`config.mk`:
```
export PLATFORM = sky130hd
export DESIGN_NAME = rns_recon_arbiter
export DESIGN_NICKNAME = d
export VERILOG_FILES = /design/src/rtl/rns_recon_arbiter_pkg.sv /design/src/rtl/rns_crt_pipe.sv /design/src/rtl/rns_recon_arbiter.sv
export SDC_FILE = /design/constraint.sdc
export NUM_CORES = 2
export LEC_CHECK = 0
export BUFFER_PORTS_ARGS = -buffer_cell sky130_fd_sc_hd__buf_2
export CORE_MARGIN = 3
export CORE_UTILIZATION = 50
export CTS_BUF_LIST = sky130_fd_sc_hd__clkbuf_8
export CTS_CLUSTER_DIAMETER = 40
export CTS_CLUSTER_SIZE = 10
export DETAILED_ROUTE_END_ITERATION = 16
export HOLD_SLACK_MARGIN = 0.1
export PLACE_DENSITY = 0.63
export RECOVER_POWER = 50
export SYNTH_ARGS = -nofsm -noshare
export SYNTH_HDL_FRONTEND = slang
export SYNTH_SLANG_ARGS = --single-unit
```
`constraint.sdc`:
```
create_clock -name clk -period 22.7 [get_ports clk]
set_clock_uncertainty 0.2 [all_clocks]
set_input_delay 1.135 -clock clk [delete_from_list [all_inputs] [get_ports clk]]
set_output_delay 1.135 -clock clk [all_outputs]
set_load 0.02 [all_outputs]
```
`src/rtl/rns_recon_arbiter_pkg.sv`:
```
// Shared RNS constants, the packed residue word and a range-check helper.
package rns_recon_arbiter_pkg;

  // Channel moduli and their product.
  localparam logic [7:0]  RNS_M0 = 8'd251;
  localparam logic [7:0]  RNS_M1 = 8'd241;
  localparam logic [7:0]  RNS_M2 = 8'd239;
  localparam logic [7:0]  RNS_M3 = 8'd233;
  localparam logic [31:0] RNS_M  = 32'd3368562317;

  // CRT basis constants. The list runs opposite to the moduli: A0 is the
  // basis of M3 (1 mod 233, 0 mod the others), A3 is the basis of M0.
  localparam logic [31:0] RNS_A0 = 32'd3021585941;
  localparam logic [31:0] RNS_A1 = 32'd1099363434;
  localparam logic [31:0] RNS_A2 = 32'd1663315003;
  localparam logic [31:0] RNS_A3 = 32'd952860257;

  // Residues at or above the midpoint encode negative numbers.
  localparam logic [31:0] RNS_MIDDLE_POINT = 32'd1684281159;
  localparam logic [31:0] INT_RNS_DELTA    = 32'd926404979;

  localparam int PROD_W = 46;
  localparam int SUM_W  = 48;

  // r0 sits in [7:0], r3 in [31:24].
  typedef struct packed {
    logic [7:0] r3;
    logic [7:0] r2;
    logic [7:0] r1;
    logic [7:0] r0;
  } rns_word_t;

  // Basis constant that multiplies the residue of modulus index idx.
  function automatic logic [31:0] crt_basis(input int unsigned idx);
    case (idx)
      0:       return RNS_A3;
      1:       return RNS_A2;
      2:       return RNS_A1;
      default: return RNS_A0;
    endcase
  endfunction

  // True when any residue is not reduced below its modulus.
  function automatic logic rns_word_err(input rns_word_t w);
    return (w.r0 >= RNS_M0) || (w.r1 >= RNS_M1) ||
           (w.r2 >= RNS_M2) || (w.r3 >= RNS_M3);
  endfunction

endpackage

```
`src/rtl/rns_crt_pipe.sv`:
```
// Three-stage CRT reconstruction datapath: weighted products, sum, then
// reduction mod M with the signed map. Every stage carries valid/id/err and
// the whole pipe freezes while stall is high.
module rns_crt_pipe
  import rns_recon_arbiter_pkg::*;
#(
  parameter int ID_W = 2
) (
  input  logic            clk,
  input  logic            rst_n,
  input  logic            stall,
  input  logic            in_valid,
  input  logic [ID_W-1:0] in_id,
  input  rns_word_t       in_word,
  output logic            out_valid,
  output logic [ID_W-1:0] out_id,
  output logic            out_err,
  output logic [31:0]     out_int
);

  logic              s1_valid;
  logic [ID_W-1:0]   s1_id;
  logic              s1_err;
  logic [PROD_W-1:0] s1_p0, s1_p1, s1_p2, s1_p3;

  logic              s2_valid;
  logic [ID_W-1:0]   s2_id;
  logic              s2_err;
  logic [SUM_W-1:0]  s2_sum;

  logic [31:0]       s2_mod;
  logic [31:0]       s2_signed;

  // S1: multiply each residue by its basis constant and flag bad residues.
  always_ff @(posedge clk or negedge rst_n) begin
    if (!rst_n) begin
      s1_valid <= 1'b0;
      s1_id    <= '0;
      s1_err   <= 1'b0;
      s1_p0    <= '0;
      s1_p1    <= '0;
      s1_p2    <= '0;
      s1_p3    <= '0;
    end else if (!stall) begin
      s1_valid <= in_valid;
      s1_id    <= in_id;
      s1_err   <= rns_word_err(in_word);
      s1_p0    <= PROD_W'(in_word.r0) * PROD_W'(crt_basis(0));
      s1_p1    <= PROD_W'(in_word.r1) * PROD_W'(crt_basis(1));
      s1_p2    <= PROD_W'(in_word.r2) * PROD_W'(crt_basis(2));
      s1_p3    <= PROD_W'(in_word.r3) * PROD_W'(crt_basis(3));
    end
  end

  // S2: accumulate the four weighted products.
  always_ff @(posedge clk or negedge rst_n) begin
    if (!rst_n) begin
      s2_valid <= 1'b0;
      s2_id    <= '0;
      s2_err   <= 1'b0;
      s2_sum   <= '0;
    end else if (!stall) begin
      s2_valid <= s1_valid;
      s2_id    <= s1_id;
      s2_err   <= s1_err;
      s2_sum   <= SUM_W'(s1_p0) + SUM_W'(s1_p1) + SUM_W'(s1_p2) + SUM_W'(s1_p3);
    end
  end

  // Reduce mod M; adding DELTA wraps upper-half values to their negative form.
  always_comb begin
    s2_mod    = 32'(s2_sum % SUM_W'(RNS_M));
    s2_signed = s2_mod;
    if (s2_mod >= RNS_MIDDLE_POINT) begin
      s2_signed = s2_mod + INT_RNS_DELTA;
    end
  end

  // S3: output register, held while downstream backpressures.
  always_ff @(posedge clk or negedge rst_n) begin
    if (!rst_n) begin
      out_valid <= 1'b0;
      out_id    <= '0;
      out_err   <= 1'b0;
      out_int   <= '0;
    end else if (!stall) begin
      out_valid <= s2_valid;
      out_id    <= s2_id;
      out_err   <= s2_err;
      out_int   <= s2_signed;
    end
  end

endmodule

```
`src/rtl/rns_recon_arbiter.sv`:
```
// Arbitrates N_REQ requesters onto one shared CRT reconstruction pipe.
// Define RNS_ARB_ROUND_ROBIN_EN for round-robin arbitration; otherwise the
// lowest valid index always wins and no pointer register exists.
module rns_recon_arbiter
  import rns_recon_arbiter_pkg::*;
#(
  parameter int N_REQ = 4
) (
  input  logic                     clk,
  input  logic                     rst_n,
  input  logic [N_REQ-1:0]         req_valid,
  output logic [N_REQ-1:0]         req_ready,
  input  logic [N_REQ*32-1:0]      req_rns,
  output logic                     resp_valid,
  input  logic                     resp_ready,
  output logic [31:0]              resp_int,
  output logic [$clog2(N_REQ)-1:0] resp_id,
  output logic                     resp_err
);

  localparam int ID_W = $clog2(N_REQ);

  logic            stall;
  logic            accept;
  logic            grant_valid;
  logic [ID_W-1:0] grant_id;
  rns_word_t       grant_word;

  assign stall  = resp_valid && !resp_ready;
  assign accept = rst_n && !stall && grant_valid;

`ifdef RNS_ARB_ROUND_ROBIN_EN
  logic [ID_W-1:0] rr_ptr;
  logic [ID_W-1:0] cand;

  // Search from the pointer upward, wrapping; first valid requester wins.
  always_comb begin
    grant_valid = 1'b0;
    grant_id    = '0;
    cand        = '0;
    for (int k = 0; k < N_REQ; k++) begin
      cand = ID_W'((int'(rr_ptr) + k) % N_REQ);
      if (!grant_valid && req_valid[cand]) begin
        grant_valid = 1'b1;
        grant_id    = cand;
      end
    end
  end

  // Pointer moves past the grantee only when a request actually transfers.
  always_ff @(posedge clk or negedge rst_n) begin
    if (!rst_n) begin
      rr_ptr <= '0;
    end else if (accept) begin
      rr_ptr <= (grant_id == ID_W'(N_REQ - 1)) ? '0 : grant_id + ID_W'(1);
    end
  end
`else
  // Fixed priority: scanning downward leaves the lowest valid index granted.
  always_comb begin
    grant_valid = 1'b0;
    grant_id    = '0;
    for (int i = N_REQ - 1; i >= 0; i--) begin
      if (req_valid[i]) begin
        grant_valid = 1'b1;
        grant_id    = ID_W'(i);
      end
    end
  end
`endif

  // Route the granted requester's residue word into the pipe.
  always_comb begin
    grant_word = '0;
    for (int i = 0; i < N_REQ; i++) begin
      if (grant_id == ID_W'(i)) begin
        grant_word = req_rns[i*32 +: 32];
      end
    end
  end

  // One-hot accept, suppressed during stall and reset.
  always_comb begin
    req_ready = '0;
    if (accept) begin
      req_ready[grant_id] = 1'b1;
    end
  end

  rns_crt_pipe #(
    .ID_W(ID_W)
  ) u_pipe (
    .clk      (clk),
    .rst_n    (rst_n),
    .stall    (stall),
    .in_valid (accept),
    .in_id    (grant_id),
    .in_word  (grant_word),
    .out_valid(resp_valid),
    .out_id   (resp_id),
    .out_err  (resp_err),
    .out_int  (resp_int)
  );

endmodule

```
==> impl_metrics.tcl <==
set metrics [dict create \
    crit_arrival_ns 21.70 \
    drc 0 \
    path_clk_slew_ns 0.07 \
    setup_viol 0 \
    worstMarginPinSlew_ns 3.47 \
    min_from "u_pipe.s2_valid" \
    worstSetupEndpointType "register" \
    yosysTopAreaCell "dfrtp_1" \
    synth_area_leaders "dfrtp_1 14%, ha_1 13%, fa_1 10%" \
    start_kind "register" \
    holdPathStages 1 \
    yosysTopAreaCellShare_pct 13.7 \
    drt-wirelength-per-cell_um 20.0 \
    reg2reg_slack_ns 1.33 \
    drive_gt1_share_pct 11.4 \
    cts.path.max_buffers 3 \
    h-tree-depth 2 \
    cts_num_sinks 241 \
    grt_pass1_vias 40400 \
    crit_slowest_cell "o41ai_4" \
    numCtsBuffers 52 \
    vias 42600 \
    grt_max_degree 98 \
    nNetsFinal 6843 \
    regArea_um2 6030 \
    report.final.slew_viol_count 397 \
    fillers 8459 \
    async_reset_ff_share_pct 100 \
    period_share_pct 94.1 \
    seq_area_frac_synth_pct 13.7 \
    path_max_fanout 34 \
    maxCapViolCount 7 \
    synth_area_per_cell_um2 7.71 \
    synth.distinct_cells 134 \
    die_area_um2 91700 \
    hold_class "register to register" \
    synthCells 5717 \
    grt_usage_pct 31.1 \
    synth_edf_count 0 \
    dpl_cell_area_um2 47600 \
    placementRows 108 \
    clock_latency_ns 0.69 \
    hold_end "u_pipe.out_valid" \
    routed_via_density 5.90 \
    failed_checks "capacitance limit, slew limit" \
    yosysWarnings 0 \
    first_pass_iters 6 \
    final_area_um2 49000 \
    relSlewSlack_pct -132 \
    start_util_pct 50.6 \
    grt_pass1_wl_um 228000 \
    hpwlAfterDp_um 121000 \
    cts_tree "yes" \
    die_w_um 303 \
    most-common-layout-cells "698 x inv_1, 498 x nand2_1, 488 x nor2_1, 466 x ha_1, 453 x a21oi_1" \
    status "finished with violations" \
    core_um2 87000 \
    gp_congestion 0.980 \
    die_y_um 303 \
    cp.required_ns 23.03 \
    portBuffers 174 \
    crit_top_cell "buf_4" \
    r2r-end "u_pipe.out_int[3]" \
    io_pins 175 \
    r2r-start "u_pipe.s2_sum[15]" \
    hold_violations 0 \
    fmax_ghz 0.0468 \
    grt-ovfl-total 0 \
    r2r_cells 74 \
    layout_commonest_cell "inv_1" \
    ys_ff_latch 241 \
    drt-total-wl_um 145000 \
    ctsHoldBuffers 0 \
    drt_iter0_markers 3844 \
    synthFlopType "dfrtp_1" \
    slowest_delay_ns 0.65 \
    clockRootBuffer "clkbuf_8" \
    antenna_found_initial 1 \
    syn_nets 6542 \
    worst-setup-path-type "register to register" \
    syn2layout_area_growth_pct 11.3 \
    period_needed_ns 21.37 \
    synth_area_um2 44100 \
    ant_nets 0 \
    multiInputGateArea_um2 34600 \
]
Yosys cell counts (all sizes together), types with 22 or more instances:
cell     number
or3          52
nor2b        28
fa          224
a21oi       459
o21bai      120
xnor2       399
mux2i        49
or2          41
buf          82
nand2b       35
nor4         31
ha          466
a31oi        58
inv         698
o211ai       58
and2         80
nor2        493
o21a         39
a211oi       49
o21ai       332
o22ai        31
xor2        102
a221oi       36
clkbuf      133
a2111oi      27
nand4        49
a211o        22
a21o         42
and3         33
nand2       501
o31ai        64
nor3        141
dfrtp       241
a21boi       31
nand3       112
state kept, by name (all words and copies together) (netlist names):
name / count
u_pipe.s2_err: 1
u_pipe.s2_id: 2
u_pipe.s1_err: 1
u_pipe.s1_p2: 38
u_pipe.s1_id: 2
u_pipe.s2_sum: 42
u_pipe.s1_p3: 40
u_pipe.s1_p0: 38
u_pipe.s1_valid: 1
u_pipe.s2_valid: 1
u_pipe.out_valid: 1
u_pipe.out_int: 32
u_pipe.s1_p1: 39
u_pipe.out_err: 1
u_pipe.out_id: 2
cell families after synthesis:
| kind of cell | count (synthesis) | share of synthesized area, % |
|---|---|---|
| flops | 241 | 13.7 |
| simple gates | 1701 | 18.7 |
| fa+ha+maj | 696 | 23.5 |
| buf+inv | 914 | 8.15 |
| compound gates | 1596 | 24.3 |
| xor+xnor | 501 | 9.97 |
| mux | 68 | 1.61 |
critical path: cells and delay by family (launching register included):
kind                       cells  cell delay, ns
AOI/OAI and AO/OA             36            9.81
xor gates and xnor gates       4            1.02
adders and majority gates      1            0.21
buffers and inverters          6            1.34
DFF                            1            0.54
muxes                          2            0.54
and+or+nand+nor               25            7.48
routing by layer:
layer	global-route usage, %	up-vias	wire length, um
li1	-	20700	-
met1	44.4	20400	67300
met4	7.88	0	3680
met3	3.56	163	8160
met5	0	-	0
met2	50.1	1340	65500
worst max-delay path by stage:
stage               slack [ns]                 end  depth (start not counted)         startpoint
detailed placement        0.78  u_pipe.out_int[11]                         73  u_pipe.s2_sum[34]
floorplan                 2.84  u_pipe.out_int[30]                         86  u_pipe.s2_sum[18]
global placement          1.21  u_pipe.out_int[11]                         75  u_pipe.s2_sum[15]
CTS                       0.73  u_pipe.out_int[11]                         73  u_pipe.s2_sum[27]
finish                    1.33   u_pipe.out_int[3]                         74  u_pipe.s2_sum[15]
global route             -0.02   u_pipe.out_int[3]                         79  u_pipe.s2_sum[15]
through the flow:
step	worst slack [ns]	util (%)	cells	setup TNS, ns	hold WS, ns
floorplan	2.84	-	5717	0	0.230
global placement	1.21	54.7	7115	0	0.245
detailed placement	0.781	54.7	7115	0	0.249
CTS	0.726	56.2	7211	0	0.129
global route	-0.0250	56.3	7216	-0.0250	0.281
finish	1.33	56.3	7216	0	0.257
timing repair:
item                       4_1_cts  5_1_grt
resized for setup                0       37
buffers inserted                 0        4
setup endpoints to repair        0       32
layout make-up:
class | instances | share of cell area, %
Antenna cell | 1 | 0.00510
Clock buffer | 57 | 1.60
Clock inverter | 39 | 0.970
Inverter | 699 | 5.35
Multi-Input combinational cell | 4562 | 70.7
Sequential cell | 241 | 12.3
Tap cell | 1155 | 2.95
Timing Repair Buffer | 462 | 6.17
Power is not shown: default switching activity piles up to over one toggle a cycle in this logic, so the estimate is an artifact.
